==> config.mk <==
export PLATFORM = sky130hd
export DESIGN_NAME = fifo_rd_stream
export DESIGN_NICKNAME = d
export VERILOG_FILES = /design/src/rtl/fifo_rd_stream.sv
export SDC_FILE = /design/constraint.sdc
export NUM_CORES = 1
export LEC_CHECK = 0
export BUFFER_PORTS_ARGS = -buffer_cell sky130_fd_sc_hd__buf_4
export CORE_ASPECT_RATIO = 0.75
export CORE_UTILIZATION = 40
export CTS_CLUSTER_SIZE = 40
export DETAILED_ROUTE_END_ITERATION = 10
export GPL_TIMING_DRIVEN = 0
export PLACE_DENSITY = 0.68
export RECOVER_POWER = 25
export SYNTH_ARGS = -nofsm -noshare
export SYNTH_HDL_FRONTEND = slang
export SYNTH_SLANG_ARGS = --single-unit
==> constraint.sdc <==
create_clock -name clk_i -period 3.1 [get_ports clk_i]
set_clock_uncertainty 0.05 [all_clocks]
set_input_delay 0.155 -clock clk_i [delete_from_list [all_inputs] [get_ports clk_i]]
set_output_delay 0.155 -clock clk_i [all_outputs]
set_load 0.03 [all_outputs]
==> src/rtl/fifo_rd_stream.sv <==
// fifo_rd_stream
//   Read-side adapter for the synchronous FIFO. It turns the FIFO read
//   interface (rd_en strobe, data returned one cycle later, empty flag) into
//   a valid/ready stream master. Reads are prefetched into a 3-entry circular
//   buffer, so a consumer that holds ready high gets one beat per clock.
//
// Ports
//   clk_i         single clock
//   rst_i         synchronous active-high reset
//   fifo_rd_en_o  read strobe to the FIFO
//   fifo_rdata_i  FIFO read data, valid the cycle after fifo_rd_en_o
//   fifo_empty_i  FIFO empty flag
//   m_data_o      stream data (head of buffer, 0 when empty)
//   m_valid_o     stream valid
//   m_ready_i     stream ready from the consumer
//   flush_i       discard all buffered and in-flight data
//   buf_count_o   buffer occupancy, 0..3
//   beats_o       accepted-beat counter, wraps modulo 2^CNT_W
module fifo_rd_stream #(
  parameter int WIDTH = 32,
  parameter int CNT_W = 16
) (
  input  logic             clk_i,
  input  logic             rst_i,
  output logic             fifo_rd_en_o,
  input  logic [WIDTH-1:0] fifo_rdata_i,
  input  logic             fifo_empty_i,
  output logic [WIDTH-1:0] m_data_o,
  output logic             m_valid_o,
  input  logic             m_ready_i,
  input  logic             flush_i,
  output logic [1:0]       buf_count_o,
  output logic [CNT_W-1:0] beats_o
);

  localparam logic [1:0] LAST_PTR = 2'd2;

  logic [WIDTH-1:0] buf_q [3];
  logic [1:0]       head_q;
  logic [1:0]       tail_q;
  logic [1:0]       count_q;
  logic             inflight_q;
  logic             drop_q;
  logic [CNT_W-1:0] beats_q;

  logic [2:0]       occupancy;
  logic             push;
  logic             pop;

  function automatic logic [1:0] ptr_inc(input logic [1:0] ptr);
    return (ptr == LAST_PTR) ? 2'd0 : ptr + 2'd1;
  endfunction

  // Buffered entries plus the one read that may still be returning. Issuing
  // only while this is below 3 guarantees every returning word has a slot,
  // and keeps m_ready_i out of the read-issue path.
  always_comb begin
    occupancy = {1'b0, count_q} + {2'b00, inflight_q};
  end

  assign fifo_rd_en_o = !rst_i && !flush_i && !fifo_empty_i && (occupancy < 3'd3);

  assign m_valid_o   = (count_q != 2'd0);
  assign m_data_o    = m_valid_o ? buf_q[head_q] : '0;
  assign buf_count_o = count_q;
  assign beats_o     = beats_q;

  // A word returning during a flush cycle is discarded along with the buffer.
  assign push = inflight_q && !drop_q && !flush_i;
  assign pop  = m_valid_o && m_ready_i && !flush_i;

  always_ff @(posedge clk_i) begin
    if (rst_i) begin
      for (int i = 0; i < 3; i++) begin
        buf_q[i] <= '0;
      end
      head_q     <= 2'd0;
      tail_q     <= 2'd0;
      count_q    <= 2'd0;
      inflight_q <= 1'b0;
      drop_q     <= 1'b0;
      beats_q    <= '0;
    end else begin
      inflight_q <= fifo_rd_en_o;
      // Mark the return slot following a flush with a read outstanding, so a
      // late word can never land in the freshly emptied buffer.
      drop_q     <= flush_i && inflight_q;

      if (flush_i) begin
        head_q  <= 2'd0;
        tail_q  <= 2'd0;
        count_q <= 2'd0;
      end else begin
        if (push) begin
          buf_q[tail_q] <= fifo_rdata_i;
          tail_q        <= ptr_inc(tail_q);
        end
        if (pop) begin
          head_q <= ptr_inc(head_q);
        end
        case ({push, pop})
          2'b10:   count_q <= count_q + 2'd1;
          2'b01:   count_q <= count_q - 2'd1;
          default: count_q <= count_q;
        endcase
      end

      if (pop) begin
        beats_q <= beats_q + CNT_W'(1);
      end
    end
  end

endmodule

### Yosys cells after proc, flatten, opt, wreduce, memory -nomap -nowiden

Memories as Yosys holds them, arrays and structs flattened. A register that Yosys moved wholly into a read port is not among the register bits.
Index checks and enable logic that the tools add are counted.

| word-level totals | value |
|---|---|
| memory bits (writable) | 96 |
| logic and storage cells | 49 |
| register bits after elaboration | 24 |
| memories | 1 |
| output and inout bits | 52 |

Memory list:

| memory | words | width | read ports | clocked after memory_dff | wr ports | line | source |
|---|---|---|---|---|---|---|---|
| buf_q | 3 | 32 | 1 | 1 | 3 | 38 | `logic [WIDTH-1:0] buf_q [3];` |

| operators by class | value |
|---|---|
| add/sub/neg operators | 6 |
| equality and inequality tests | 4 |
| order comparisons | 1 |
| reductions and logical operators | 16 |
| mux-type cells | 15 |

Operators by type and width:

| kind | count |
|---|---|
| $mux W32 | 2 |
| $reduce_or A32 Y1 | 1 |
| $add A16 B1 Y16 const B | 1 |
| $mux W2 | 5 |
| $logic_and A1 B1 Y1 | 8 |
| $mux W1 | 7 |
| $add A2 B1 Y2 const B | 3 |
| $eq A2 B2 Y1 const B | 3 |
| $logic_not A1 Y1 | 4 |
| $pmux W2 S2 | 1 |
| $reduce_bool A2 Y1 | 2 |
| $add A2 B1 Y3 | 1 |
| $lt A3 B2 Y1 const B | 1 |
| $eq A2 B1 Y1 const B | 1 |
| $reduce_or A2 Y1 | 1 |
| $sub A2 B1 Y2 const B | 1 |

### Longest topological paths before layout

| depth | value |
|---|---|
| word-level depth | 9 |
| gate-level depth with buffers | 6 |
| depth with buffers taken out | 6 |

### Worst setup path before layout

No wires, ideal clock.

| timing path | value |
|---|---|
| kind | register to output |
| start | register count_q[0] (netlist: buf_count_o[0]) |
| end | output fifo_rd_en_o |
| cell stages (with the launch flop) | 4 |
| setup slack | 0.295 ns |
| data required time | 2.895 ns |
| buffers on the path | 0 |
| arrival | 2.600 ns |
| cell sequence | dfxtp_1 -> ha_1 -> ha_1 -> a2111oi_0 |

| between the ends | value |
|---|---|
| cells in the longest elaborated chain, start to end | 3 |

Ends and longest elaborated chain:

| item | line | source |
|---|---|---|
| start, declared | 41 | `logic [1:0] count_q;` |
| start signal, assigned | 102 | `2'b10: count_q <= count_q + 2'd1;` |
| start signal, assigned | 103 | `2'b01: count_q <= count_q - 2'd1;` |
| start signal, assigned | 104 | `default: count_q <= count_q;` |
| $add A2 B1 Y3 | 58 | `occupancy = {1'b0, count_q} + {2'b00, inflight_q};` |
| $lt A3 B2 Y1 | 61 | `assign fifo_rd_en_o = !rst_i && !flush_i && !fifo_empty_i && (occupancy < 3'd3);` |
| $logic_and A1 B1 Y1 | 61 |  |
| end, declared | 25 | `output logic fifo_rd_en_o,` |

Every way passes these cells.

==> impl_metrics.yaml <==
timing:
  setup_viol: 0
  setup_slack_ns: 0.421
  fin_crit_ns: 2.68
  worst_slew_pin_slew_ns: 1.66
  fmax_mhz: 373
  grt_setup_unrepaired: "false"
  final_hold_viol_count: 0
  finalMaxSlewViolations: 15
  relSlewSlack: -0.110
  finalCritPeriodShare: 0.864
  hold-worst-slack_ns: 0.152
pwr:
  p_per_area_mw_per_mm2: 543
  p_leak_nw: 2.98
  p_total_w: 0.00456
  peakVddDrop_mv: 0.375
critical_path:
  r2r_cells: 4
  startpoint_type: "register"
  cp-end-kind: "register"
  path_class: "register to register"
  ff2ff_setup_slack_ns: 0.42
  worst_ep_required_time_ns: 3.17
  critical_path.max_fanout: 18
  arrival_ns: 2.75
  reg2reg_to: "buf_q[3][31]$_DFFE_PP_"
  setup.worst_path.start: "inflight_q$_SDFF_PP0_"
  rr_startpoint: "inflight_q$_SDFF_PP0_"
yosys:
  synth_area_leaders: "edfxtp_1 (58%), and2_1 (12%), mux4_2 (11%)"
  ys_async_sr_fraction: 0
  ys_dominant_reg_cell: "edfxtp_1"
  yosysMostFrequentCell: "and2_1"
  ys.warnings.count: 0
  synthesis.instances: 445
  ys_types: 32
  ys_ff_latch: 154
  synth.largest_area_cell: "edfxtp_1"
  synth_edf_count: 128
  synth_top_area_frac: 0.579
  syn-cell-area_mm2: 0.00664
  synth_commonest_cells: "and2_1 (129), edfxtp_1 (128), mux4_2 (32)"
  synth_area_per_cell_um2: 14.9
  syn_nets: 486
  synth-seq-area-share: 0.657
clocking:
  cts_buffers: 17
  clock_latency_ns: 0.42
  tritoncts: "built"
  postCtsResizedCells: 0
  htree_levels: 4
  clk_path_buf_depth: 2
  cts_root_buf: "clkbuf_16"
  clk_pin_slew_ns: 0.06
  cts.sinks: 154
hold_path:
  hold_path_class: "primary input to register"
  holdCritStartpoint: "m_ready_i"
  hold_path_depth: 4
final_layout:
  finalNetCount: 630
  antenna_cells: 0
  fill_cells: 1402
  drive_gt1_frac: 0.186
  synthToLayoutAreaGrowth_pct: 26.3
routing:
  drt_iter0_drc: 243
  dr_total_vias: 4167
  dr.pass1.iters: 4
  drt_wl_total_mm: 14.1
  wl_per_cell_um: 17.4
  ant_nets: 0
  vias_per_cell: 5.13
  drc_errors: 0
floorplan:
  die_h_um: 114
  row_count: 40
  coreArea_mm2: 0.0161
  ios: 89
  dieArea_mm2: 0.0171
  die_w_um: 151
  initial_utilization: 0.412
global_routing:
  grt_pass1_wl_mm: 21.8
  grt-ovfl-total: 0
  antenna_found_initial: 0
  grt_pass1_vias: 4147
  grt_start_max_net_pins: 33
  grt_usage: 0.175
status:
  violations: "max-capacitance violations, max-slew violations"
  outcome: "complete, but fails checks"
place:
  dp_hpwl_mm: 9.05
  place_ws_ns: 0.638
  numPortBuffers: 88
  place_congestion: 0.766
run:
  drv_cap: 1
kinds of logic (layout without fill, tap and decap cells):
logic type | Yosys count | after routing | share of synthesized area
xor gates and xnor gates | 9 | 9 | 0.0119
and+or+nand+nor | 194 | 194 | 0.176
muxes | 34 | 34 | 0.112
buffers and inverters | 26 | 183 | 0.0155
DFF | 154 | 154 | 0.657
adders and majority gates | 4 | 4 | 0.00754
AOI/OAI and AO/OA | 24 | 24 | 0.0207
timing repair:
| item | 4_1_cts | 5_1_grt |
|---|---|---|
| endpoints found under the setup margin | 0 | 0 |
| hold buffers | 34 | 0 |
| hold endpoints to repair | 126 | 0 |
| setup buffers | 0 | 0 |
flip-flops by register name, indices dropped and copies added (netlist names), named ones only:
| signal | cells |
|---|---|
| head_q | 2 |
| buf_q | 128 |
| buf_count_o | 2 |
| inflight_q | 1 |
| tail_q | 2 |
| drop_q | 1 |
| beats_o | 16 |
worst max path at each step:
stage | endpoint | cells past startpoint
floorplan | fifo_rd_en_o | 3
global placement | buf_q[3][14]$_DFFE_PP_ | 3
detailed placement | buf_q[2][14]$_SDFFCE_PN0P_ | 4
CTS | m_data_o[15] | 5
global route | buf_q[3][31]$_DFFE_PP_ | 4
finish | buf_q[3][31]$_DFFE_PP_ | 4
layout make-up:
type / instances / area [um2] / area share
clock inverters: 15 / 164 / 0.0195
clock buffers: 17 / 425 / 0.0507
repair buffers: 125 / 892 / 0.106
inverters: 3 / 11.3 / 0.00134
plain buffers: 23 / 90.1 / 0.0107
multi-input cells: 265 / 2180 / 0.260
flip-flops and latches: 154 / 4360 / 0.520
well taps: 210 / 263 / 0.0313
stage by stage:
stage / instances / cell area, um2 / util / setup TNS [ns]
after floorplan: 445 / 6640 / - / 0
after global placement: 743 / 7560 / 0.469 / -17.96
after detailed placement: 746 / 7660 / 0.475 / 0
after CTS: 812 / 8590 / 0.533 / 0
after global routing: 812 / 8390 / 0.520 / 0
final: 812 / 8390 / 0.520 / 0
power by group:
group / switching (W) / internal, W
clock network: 0.000872 / 0.00120
registers: 0.0000131 / 0.00229
logic: 0.0000957 / 0.0000872
worst max-delay path: stages (launching register included):
cell and delay (ns):
dfxtp_1 0.37, nor2b_1 0.28, nand3_1 0.16, nor2_1 1.25
buf_16 0.26
per-layer routing:
metal	GRT usage	routed length (um)
met3	0.0468	981
met1	0.229	6070
met5	0	0
met4	0.0507	141
met2	0.285	6940
layout by cell type (no fill, tap or decap), types with 3 or more instances in the layout:
| cell | instances |
|---|---|
| xor2_1 | 5 |
| dlygate4sd3_1 | 34 |
| and2_1 | 124 |
| edfxtp_1 | 128 |
| nand4_1 | 5 |
| nand2_1 | 7 |
| or3_1 | 6 |
| ha_1 | 4 |
| o31ai_1 | 4 |
| o21ai_0 | 6 |
| and2_0 | 5 |
| inv_6 | 7 |
| mux4_2 | 32 |
| or4_1 | 5 |
| dfxtp_1 | 26 |
| nand3_1 | 6 |
| a21oi_1 | 12 |
| buf_2 | 3 |
| buf_16 | 3 |
| clkbuf_16 | 17 |
| xnor2_1 | 4 |
| buf_4 | 37 |
| clkbuf_1 | 69 |
| nor2_1 | 19 |
No activity file was read; power rests on OpenSTA's default activity.
